[config.mk]
export PLATFORM = sky130hd
export DESIGN_NAME = ioctl_rom_dispatcher
export DESIGN_NICKNAME = d
export VERILOG_FILES = /design/src/rtl/ioctl_dispatch_pkg.sv /design/src/rtl/ioctl_region_decode.sv /design/src/rtl/ioctl_rom_dispatcher.sv
export SDC_FILE = /design/constraint.sdc
export NUM_CORES = 1
export LEC_CHECK = 0
export CORE_MARGIN = 2
export CORE_UTILIZATION = 37
export CTS_CLUSTER_SIZE = 24
export DETAILED_ROUTE_END_ITERATION = 12
export PLACE_DENSITY = 0.77
export SLEW_MARGIN = 20
export SYNTH_ARGS = -nofsm -noshare
export SYNTH_HDL_FRONTEND = slang
export SYNTH_SLANG_ARGS = --single-unit
[constraint.sdc]
create_clock -name i_EMU_MCLK -period 0.8 [get_ports i_EMU_MCLK]
set_input_delay 0.08 -clock i_EMU_MCLK [delete_from_list [all_inputs] [get_ports i_EMU_MCLK]]
set_output_delay 0.08 -clock i_EMU_MCLK [all_outputs]
set_load 0.005 [all_outputs]
[src/rtl/ioctl_dispatch_pkg.sv]
// Shared types for the ioctl ROM dispatcher: FSM states, region descriptors
// and the helper that slices one region out of the packed base/size vectors.
package ioctl_dispatch_pkg;

  localparam int IOCTL_ADDR_W = 27;
  localparam int MAX_REGIONS  = 8;

  typedef enum logic [2:0] {
    IDLE,
    FILL,
    ISSUE,
    FLUSH,
    DONE
  } state_t;

  typedef struct packed {
    logic [IOCTL_ADDR_W-1:0] base;
    logic [IOCTL_ADDR_W-1:0] size;
  } region_t;

  function automatic region_t region_at(
    input logic [MAX_REGIONS*IOCTL_ADDR_W-1:0] bases,
    input logic [MAX_REGIONS*IOCTL_ADDR_W-1:0] sizes,
    input int                                  idx
  );
    region_t r;
    r.base = bases[idx*IOCTL_ADDR_W +: IOCTL_ADDR_W];
    r.size = sizes[idx*IOCTL_ADDR_W +: IOCTL_ADDR_W];
    return r;
  endfunction

endpackage

[src/rtl/ioctl_region_decode.sv]
// Combinational byte-address decode: first region whose [base, base+size)
// window contains the address wins; returns one-hot region and byte offset.
module ioctl_region_decode
  import ioctl_dispatch_pkg::*;
#(
  parameter int                                  NUM_REGIONS = 4,
  parameter logic [NUM_REGIONS*IOCTL_ADDR_W-1:0] REGION_BASE = '0,
  parameter logic [NUM_REGIONS*IOCTL_ADDR_W-1:0] REGION_SIZE = '0
) (
  input  logic [IOCTL_ADDR_W-1:0] addr,
  output logic                    hit,
  output logic [NUM_REGIONS-1:0]  region_oh,
  output logic [IOCTL_ADDR_W-1:0] offset
);

  localparam int PW = MAX_REGIONS * IOCTL_ADDR_W;
  localparam logic [PW-1:0] BASES = PW'(REGION_BASE);
  localparam logic [PW-1:0] SIZES = PW'(REGION_SIZE);

  region_t                 rg;
  logic [IOCTL_ADDR_W:0]   lim;

  // Limit is computed one bit wider so a region ending at the top of the
  // 27-bit space does not wrap to zero.
  always_comb begin
    hit       = 1'b0;
    region_oh = '0;
    offset    = '0;
    rg        = '0;
    lim       = '0;
    for (int r = 0; r < NUM_REGIONS; r++) begin
      rg  = region_at(BASES, SIZES, r);
      lim = {1'b0, rg.base} + {1'b0, rg.size};
      if (!hit && (addr >= rg.base) && ({1'b0, addr} < lim)) begin
        hit          = 1'b1;
        region_oh[r] = 1'b1;
        offset       = addr - rg.base;
      end
    end
  end

endmodule

[src/rtl/ioctl_rom_dispatcher.sv]
// Routes the hps_io download byte stream into NUM_REGIONS ROM write ports,
// packing bytes into DATA_W words, and captures DIP-switch downloads.
//
// state | meaning
// IDLE  | no ROM download active
// FILL  | collecting bytes into the word buffer
// ISSUE | word presented on o_WR_*, hps_io held off until ack
// FLUSH | trailing partial word presented after download end
// DONE  | one-cycle completion pulse
module ioctl_rom_dispatcher
  import ioctl_dispatch_pkg::*;
#(
  parameter int                                  NUM_REGIONS = 4,
  parameter int                                  DATA_W      = 16,
  parameter int                                  ADDR_W      = 24,
  parameter logic [NUM_REGIONS*IOCTL_ADDR_W-1:0] REGION_BASE = '0,
  parameter logic [NUM_REGIONS*IOCTL_ADDR_W-1:0] REGION_SIZE = '0,
  parameter logic [15:0]                         ROM_INDEX   = 16'd0,
  parameter logic [15:0]                         DIP_INDEX   = 16'd254,
  parameter logic [63:0]                         DIP_DEFAULT = 64'h0
) (
  input  logic                    i_EMU_MCLK,
  input  logic                    i_EMU_RST_n,
  input  logic [15:0]             i_IOCTL_INDEX,
  input  logic                    i_IOCTL_DOWNLOAD,
  input  logic [IOCTL_ADDR_W-1:0] i_IOCTL_ADDR,
  input  logic [7:0]              i_IOCTL_DATA,
  input  logic                    i_IOCTL_WR,
  output logic                    o_IOCTL_WAIT,
  output logic [NUM_REGIONS-1:0]  o_WR_REQ,
  input  logic [NUM_REGIONS-1:0]  i_WR_ACK,
  output logic [ADDR_W-1:0]       o_WR_ADDR,
  output logic [DATA_W-1:0]       o_WR_DATA,
  output logic [63:0]             o_DIPSW,
  output logic                    o_LOADING,
  output logic                    o_DONE,
  output logic                    o_ERR
);

  localparam int                      B         = DATA_W / 8;
  localparam int                      LANE_W    = (B > 1) ? $clog2(B) : 1;
  localparam logic [IOCTL_ADDR_W-1:0] B_DIV     = IOCTL_ADDR_W'(B);
  localparam logic [LANE_W-1:0]       LAST_LANE = LANE_W'(B - 1);
  localparam logic [DATA_W-1:0]       ALL_FF    = '1;

  state_t                   state_q, state_nxt;
  logic                     dl_prev_q;
  logic [DATA_W-1:0]        buf_q, buf_nxt;
  logic                     buf_vld_q, buf_vld_nxt;
  logic                     buf_full_q, buf_full_nxt;
  logic [NUM_REGIONS-1:0]   cur_oh_q, cur_oh_nxt;
  logic [ADDR_W-1:0]        cur_waddr_q, cur_waddr_nxt;
  logic                     pend_vld_q, pend_vld_nxt;
  logic [7:0]               pend_data_q, pend_data_nxt;
  logic [LANE_W-1:0]        pend_lane_q, pend_lane_nxt;
  logic [NUM_REGIONS-1:0]   pend_oh_q, pend_oh_nxt;
  logic [ADDR_W-1:0]        pend_waddr_q, pend_waddr_nxt;
  logic [NUM_REGIONS-1:0]   req_oh_q, req_oh_nxt;
  logic [ADDR_W-1:0]        wr_addr_q, wr_addr_nxt;
  logic [DATA_W-1:0]        wr_data_q, wr_data_nxt;
  logic                     err_q, err_nxt;
  logic [63:0]              dipsw_q, dipsw_nxt;

  logic                     dec_hit;
  logic [NUM_REGIONS-1:0]   dec_oh;
  logic [IOCTL_ADDR_W-1:0]  dec_off;
  logic [LANE_W-1:0]        dec_lane;
  logic [ADDR_W-1:0]        dec_waddr;

  logic                     rom_sel, dip_sel, waiting;
  logic                     launch;
  logic [DATA_W-1:0]        launch_data;
  logic [NUM_REGIONS-1:0]   launch_oh;
  logic [ADDR_W-1:0]        launch_addr;
  logic [DATA_W-1:0]        image;

  ioctl_region_decode #(
    .NUM_REGIONS (NUM_REGIONS),
    .REGION_BASE (REGION_BASE),
    .REGION_SIZE (REGION_SIZE)
  ) u_decode (
    .addr      (i_IOCTL_ADDR),
    .hit       (dec_hit),
    .region_oh (dec_oh),
    .offset    (dec_off)
  );

  assign dec_lane  = LANE_W'(dec_off % B_DIV);
  assign dec_waddr = ADDR_W'(dec_off / B_DIV);

  assign rom_sel = (i_IOCTL_INDEX == ROM_INDEX);
  assign dip_sel = (i_IOCTL_INDEX == DIP_INDEX);
  assign waiting = (state_q == ISSUE) || (state_q == FLUSH);

  assign o_IOCTL_WAIT = waiting;
  assign o_WR_REQ     = waiting ? req_oh_q : '0;
  assign o_WR_ADDR    = wr_addr_q;
  assign o_WR_DATA    = wr_data_q;
  assign o_DIPSW      = dipsw_q;
  assign o_LOADING    = (state_q == FILL) || waiting;
  assign o_DONE       = (state_q == DONE);
  assign o_ERR        = err_q;

  always_ff @(posedge i_EMU_MCLK or negedge i_EMU_RST_n) begin
    if (!i_EMU_RST_n) begin
      state_q      <= IDLE;
      dl_prev_q    <= 1'b0;
      buf_q        <= ALL_FF;
      buf_vld_q    <= 1'b0;
      buf_full_q   <= 1'b0;
      cur_oh_q     <= '0;
      cur_waddr_q  <= '0;
      pend_vld_q   <= 1'b0;
      pend_data_q  <= '0;
      pend_lane_q  <= '0;
      pend_oh_q    <= '0;
      pend_waddr_q <= '0;
      req_oh_q     <= '0;
      wr_addr_q    <= '0;
      wr_data_q    <= '0;
      err_q        <= 1'b0;
      dipsw_q      <= DIP_DEFAULT;
    end else begin
      state_q      <= state_nxt;
      dl_prev_q    <= i_IOCTL_DOWNLOAD;
      buf_q        <= buf_nxt;
      buf_vld_q    <= buf_vld_nxt;
      buf_full_q   <= buf_full_nxt;
      cur_oh_q     <= cur_oh_nxt;
      cur_waddr_q  <= cur_waddr_nxt;
      pend_vld_q   <= pend_vld_nxt;
      pend_data_q  <= pend_data_nxt;
      pend_lane_q  <= pend_lane_nxt;
      pend_oh_q    <= pend_oh_nxt;
      pend_waddr_q <= pend_waddr_nxt;
      req_oh_q     <= req_oh_nxt;
      wr_addr_q    <= wr_addr_nxt;
      wr_data_q    <= wr_data_nxt;
      err_q        <= err_nxt;
      dipsw_q      <= dipsw_nxt;
    end
  end

  always_comb begin
    state_nxt      = state_q;
    buf_nxt        = buf_q;
    buf_vld_nxt    = buf_vld_q;
    buf_full_nxt   = buf_full_q;
    cur_oh_nxt     = cur_oh_q;
    cur_waddr_nxt  = cur_waddr_q;
    pend_vld_nxt   = pend_vld_q;
    pend_data_nxt  = pend_data_q;
    pend_lane_nxt  = pend_lane_q;
    pend_oh_nxt    = pend_oh_q;
    pend_waddr_nxt = pend_waddr_q;
    req_oh_nxt     = req_oh_q;
    wr_addr_nxt    = wr_addr_q;
    wr_data_nxt    = wr_data_q;
    err_nxt        = err_q;
    dipsw_nxt      = dipsw_q;
    launch         = 1'b0;
    launch_data    = buf_q;
    launch_oh      = cur_oh_q;
    launch_addr    = cur_waddr_q;
    image          = buf_q;

    // DIP capture runs beside the ROM path and never stalls hps_io.
    if (i_IOCTL_WR && dip_sel && (i_IOCTL_ADDR < IOCTL_ADDR_W'(8)))
      dipsw_nxt[8*int'(i_IOCTL_ADDR[2:0]) +: 8] = i_IOCTL_DATA;

    if (i_IOCTL_WR && rom_sel && waiting)
      err_nxt = 1'b1;

    case (state_q)
      IDLE: begin
        if (rom_sel && i_IOCTL_DOWNLOAD && !dl_prev_q) begin
          state_nxt    = FILL;
          err_nxt      = 1'b0;
          buf_nxt      = ALL_FF;
          buf_vld_nxt  = 1'b0;
          buf_full_nxt = 1'b0;
          pend_vld_nxt = 1'b0;
        end
      end

      FILL: begin
        if (!i_IOCTL_DOWNLOAD) begin
          if (buf_vld_q) begin
            launch    = 1'b1;
            state_nxt = FLUSH;
          end else begin
            state_nxt = DONE;
          end
        end else if (i_IOCTL_WR && rom_sel) begin
          if (!dec_hit) begin
            err_nxt = 1'b1;
          end else if (buf_vld_q && (buf_full_q || (dec_oh != cur_oh_q) ||
                                     (dec_waddr != cur_waddr_q))) begin
            // Buffered word belongs elsewhere: send it, park the new byte.
            launch         = 1'b1;
            state_nxt      = ISSUE;
            pend_vld_nxt   = 1'b1;
            pend_data_nxt  = i_IOCTL_DATA;
            pend_lane_nxt  = dec_lane;
            pend_oh_nxt    = dec_oh;
            pend_waddr_nxt = dec_waddr;
          end else begin
            image[8*int'(dec_lane) +: 8] = i_IOCTL_DATA;
            if (dec_lane == LAST_LANE) begin
              launch      = 1'b1;
              launch_data = image;
              launch_oh   = dec_oh;
              launch_addr = dec_waddr;
              state_nxt   = ISSUE;
            end else begin
              buf_nxt       = image;
              buf_vld_nxt   = 1'b1;
              cur_oh_nxt    = dec_oh;
              cur_waddr_nxt = dec_waddr;
            end
          end
        end else if (buf_full_q) begin
          launch    = 1'b1;
          state_nxt = ISSUE;
        end
      end

      ISSUE, FLUSH: begin
        if (|(i_WR_ACK & req_oh_q)) begin
          if (state_q == FLUSH) begin
            state_nxt = DONE;
          end else begin
            state_nxt = FILL;
            if (pend_vld_q) begin
              image                           = ALL_FF;
              image[8*int'(pend_lane_q) +: 8] = pend_data_q;
              buf_nxt       = image;
              buf_vld_nxt   = 1'b1;
              buf_full_nxt  = (pend_lane_q == LAST_LANE);
              cur_oh_nxt    = pend_oh_q;
              cur_waddr_nxt = pend_waddr_q;
              pend_vld_nxt  = 1'b0;
            end
          end
        end
      end

      DONE: state_nxt = IDLE;

      default: state_nxt = IDLE;
    endcase

    if (launch) begin
      wr_data_nxt  = launch_data;
      wr_addr_nxt  = launch_addr;
      req_oh_nxt   = launch_oh;
      buf_nxt      = ALL_FF;
      buf_vld_nxt  = 1'b0;
      buf_full_nxt = 1'b0;
    end
  end

endmodule

==> reports/metrics.csv <==
stage,metric,value,unit
power_and_ir_drop,peak supply drop,0.732,mV
synthesis,top cell type's share of synthesized area,0.489,
clocking,clk buf depth,2,
synthesis,mapped cell area,3530,µm²
floorplan,site row count,35,
floorplan,Top-Level Pins,171,
place,Placer Congestion,0.828,
clocking,root buf cell,clkbuf_8,
power_and_ir_drop,Gate power share,0.112,
route,drt wl/cell,15.8,µm
synthesis,Post-Syn Instances,290,
setup_path,Startpoint Class,input pin,
sta,Slew Limit Fails,0,
setup_path,"Slowest-stage cell, CP",or4_4,
route,detail-routed via count per cell,4.51,
setup_path,max incr delay on CP,0.53,ns
cells_and_area,design area,5560,µm²
place,Inst Count DP,597,
synthesis,post-synthesis register bit count,69,
sta,crit path time final,1.66,ns
global_route,grt ovf,0,
cells_and_area,"commonest cells after routing, fill and taps aside","buf_4, buf_2, dfrtp_1",
route,drt pass-1 iters,6,
route,drt initial violations,104,
synthesis,top post-synthesis cells by area,"dfrtp_1, mux2_4, buf_4",
power_and_ir_drop,Pleak,3.16,nW
power_and_ir_drop,Seq pwr share,0.472,
power_and_ir_drop,P_sw,1.69,mW
cells_and_area,fin util,0.602,
global_route,antenna violations before repair,0,
clocking,CTS tree,done,
route,remaining antenna violation count,0,
hold_path,Min-Delay Path Class,in2async,
setup_path,"Req. time, crit path",1.03,ns
clocking,Num CTS Buffers,9,
route,residual DRC count,0,
floorplan,Die Wd,102,µm
setup_path,CP cell instances,"buf_6, or4_4, nor4_4, and4_4, and4b_1, buf_12, mux2_4",
clocking,clock latency on the worst-skew pair,0.34,ns
sta,worst setup margin,-0.855,ns
power_and_ir_drop,Pint,5.71,mW
place,port bufs,122,
global_route,first-pass GRT wire length,15600,µm
global_route,GRT Util Overall,0.201,
clocking,clk slew on worst S/H paths,0.07,ns
cells_and_area,Non-Filler Instances,650,
global_route,largest net degree at the start of global routing,32,
run,max-cap viol count,0,
power_and_ir_drop,clock power share,0.416,
cells_and_area,diodes inserted,0,
route,total wire length,10300,µm
place,DP HPWL,7430,µm
setup_path,WS Path Type,in2reg,
floorplan,Initial Utilization,0.382,
sta,final critical-path share of the clock period,2.07,
clocking,clock sinks,69,
cells_and_area,"most common cell after layout, fill and taps aside",buf_4,
synthesis,synth unique cells,36,
synthesis,Synth Area per Inst,12.2,µm²
setup_path,CP max FO,8,
floorplan,Total Die Area,10300,µm²
sta,unrepaired setup endpoints after global routing,true,
sta,Final Hold Vio Count,0,
sta,f_max,604,MHz
cells_and_area,fin nets,578,
cells_and_area,share of cells above drive strength 1,0.511,
run_status,failing checks,negative setup slack,
synthesis,fraction of the yosys area taken by sequential cells,0.489,
cells_and_area,Layout area overhead,57.6,%
sta,Setup Viol. Count Final,136,
power_and_ir_drop,PwrDens,1330,nW/µm²
floorplan,die height,102,µm
global_route,vias in the first global route,3136,
floorplan,Core Area,9240,µm²
setup_path,Worst setup EP type,flip-flop,
sta,final setup skew,0.00683,ns
synthesis,Ys Warns,0,
clocking,Clock H-tree levels,3,
run_status,outcome,"finished, violations left",
synthesis,Yosys top cell by area,dfrtp_1,
route,vias,2931,
setup_path,WP data arrival,1.88,ns
power_and_ir_drop,Sw Share,0.229,
place,area post-placement,5260,µm²
cells_and_area,FILL cells,764,
[timing repair]
action | CTS | global route
hold buffers | 1 | 0
setup buffers | 35 | 7
hold endpoints to repair | 69 | 0
pin swaps | 24 | 9
resized for setup | 350 | 13
setup endpoints to repair | 135 | 136
[cell type report]
class                           count  area [µm²]  share of cell area
Clock buffer                       11         141              0.0254
Clock inverter                      4        72.6              0.0130
Tap cell                          129         161              0.0290
Sequential cell                    69        1730               0.310
Multi-Input combinational cell    189        1620               0.292
Timing Repair Buffer              225        1750               0.315
Inverter                           23        86.3              0.0155
[flip-flops by register name, summed over array words and instances (netlist names)]
| name | flops |
|---|---|
| o_ERR | 1 |
| dl_prev_q | 1 |
| o_DIPSW | 64 |
| state_q | 3 |
[per-stage QoR]
| stage | power [mW] | setup WS (ns) | hold slack [ns] | setup TNS, ns |
|---|---|---|---|---|
| after floorplan | 3.92 | -1.15 | -0.216 | -65.20 |
| after global placement | 4.34 | -1.63 | -0.0185 | -111.42 |
| after global routing | 7.71 | -0.873 | 0.160 | -65.65 |
| after CTS | 7.44 | -0.842 | 0.153 | -61.03 |
| after detailed placement | 4.36 | -1.67 | -0.0134 | -112.89 |
| final | 7.40 | -0.855 | 0.165 | -60.50 |
[logic make-up (layout without fill, tap and decap cells)]
logic type      after synthesis  count (layout)  share of synthesized area
simple gates                 76              76                      0.140
mux                          64              64                      0.223
fa+ha+maj                     2               2                    0.00709
buf+inv                      75             263                      0.135
flops                        69              69                      0.489
compound gates                3               3                    0.00496
other cells                   1              44                    0.00106
[worst paths after layout]
check | cells past startpoint | slack, ns | to | startpoint
min in group i_EMU_MCLK | 6 | 0.30 | state_q[0] | i_IOCTL_INDEX[12]
worst max-delay path | 7 | -0.86 | o_DIPSW[62] | i_IOCTL_INDEX[12]
worst min-delay path | 2 | 0.16 | o_DIPSW[61] | i_EMU_RST_n
max in group asynchronous | 3 | 0.16 | o_DIPSW[21] | i_EMU_RST_n
worst min register to register | 1 | 0.51 | o_DIPSW[16] | o_DIPSW[16]
worst max register to register | 6 | -0.36 | o_ERR | state_q[1]
[metal layers]
metal	vias to the layer above	routed length [µm]	track usage
met5	-	0	0
met1	1427	4060	0.231
met3	15	758	0.0524
met4	0	218	0.0800
li1	1344	-	-
met2	145	5250	0.357
[cell usage after synthesis]
cell type	count
nand2_1	23
and3_2	1
or4_4	1
nor4_1	5
ha_1	2
nand4_4	4
dfrtp_1	69
nor3b_1	1
clkbuf_1	3
nor2b_1	3
nand4_1	1
nor4b_1	1
nand3_1	2
nand2b_1	1
and4b_1	3
mux2_2	20
nor2_1	11
mux2i_1	20
mux2_4	24
and2_1	1
nand4b_1	1
nor3_1	3
buf_6	4
o21ai_0	1
or4_1	2
inv_1	23
nand3_2	1
and4_1	1
a31oi_1	2
nor3_2	1
buf_4	44
buf_1	1
conb_1	1
nor4_4	1
and3_1	7
or3_1	1
[worst max-delay path, delay by kind of cell]
kind          cells  cell delay [ns]
mux               1             0.30
buf+inv           2             0.24
simple gates      4             1.26
[power groups by stage]
stage,logic (mW),clock network [mW],registers (mW)
finish,0.829,3.08,3.49
global route,0.893,3.33,3.49
CTS,0.800,3.15,3.49
detailed placement,0.800,0,3.56
global placement,0.782,0,3.56
floorplan,0.357,0,3.56
Power figures use the tool's default switching activity.
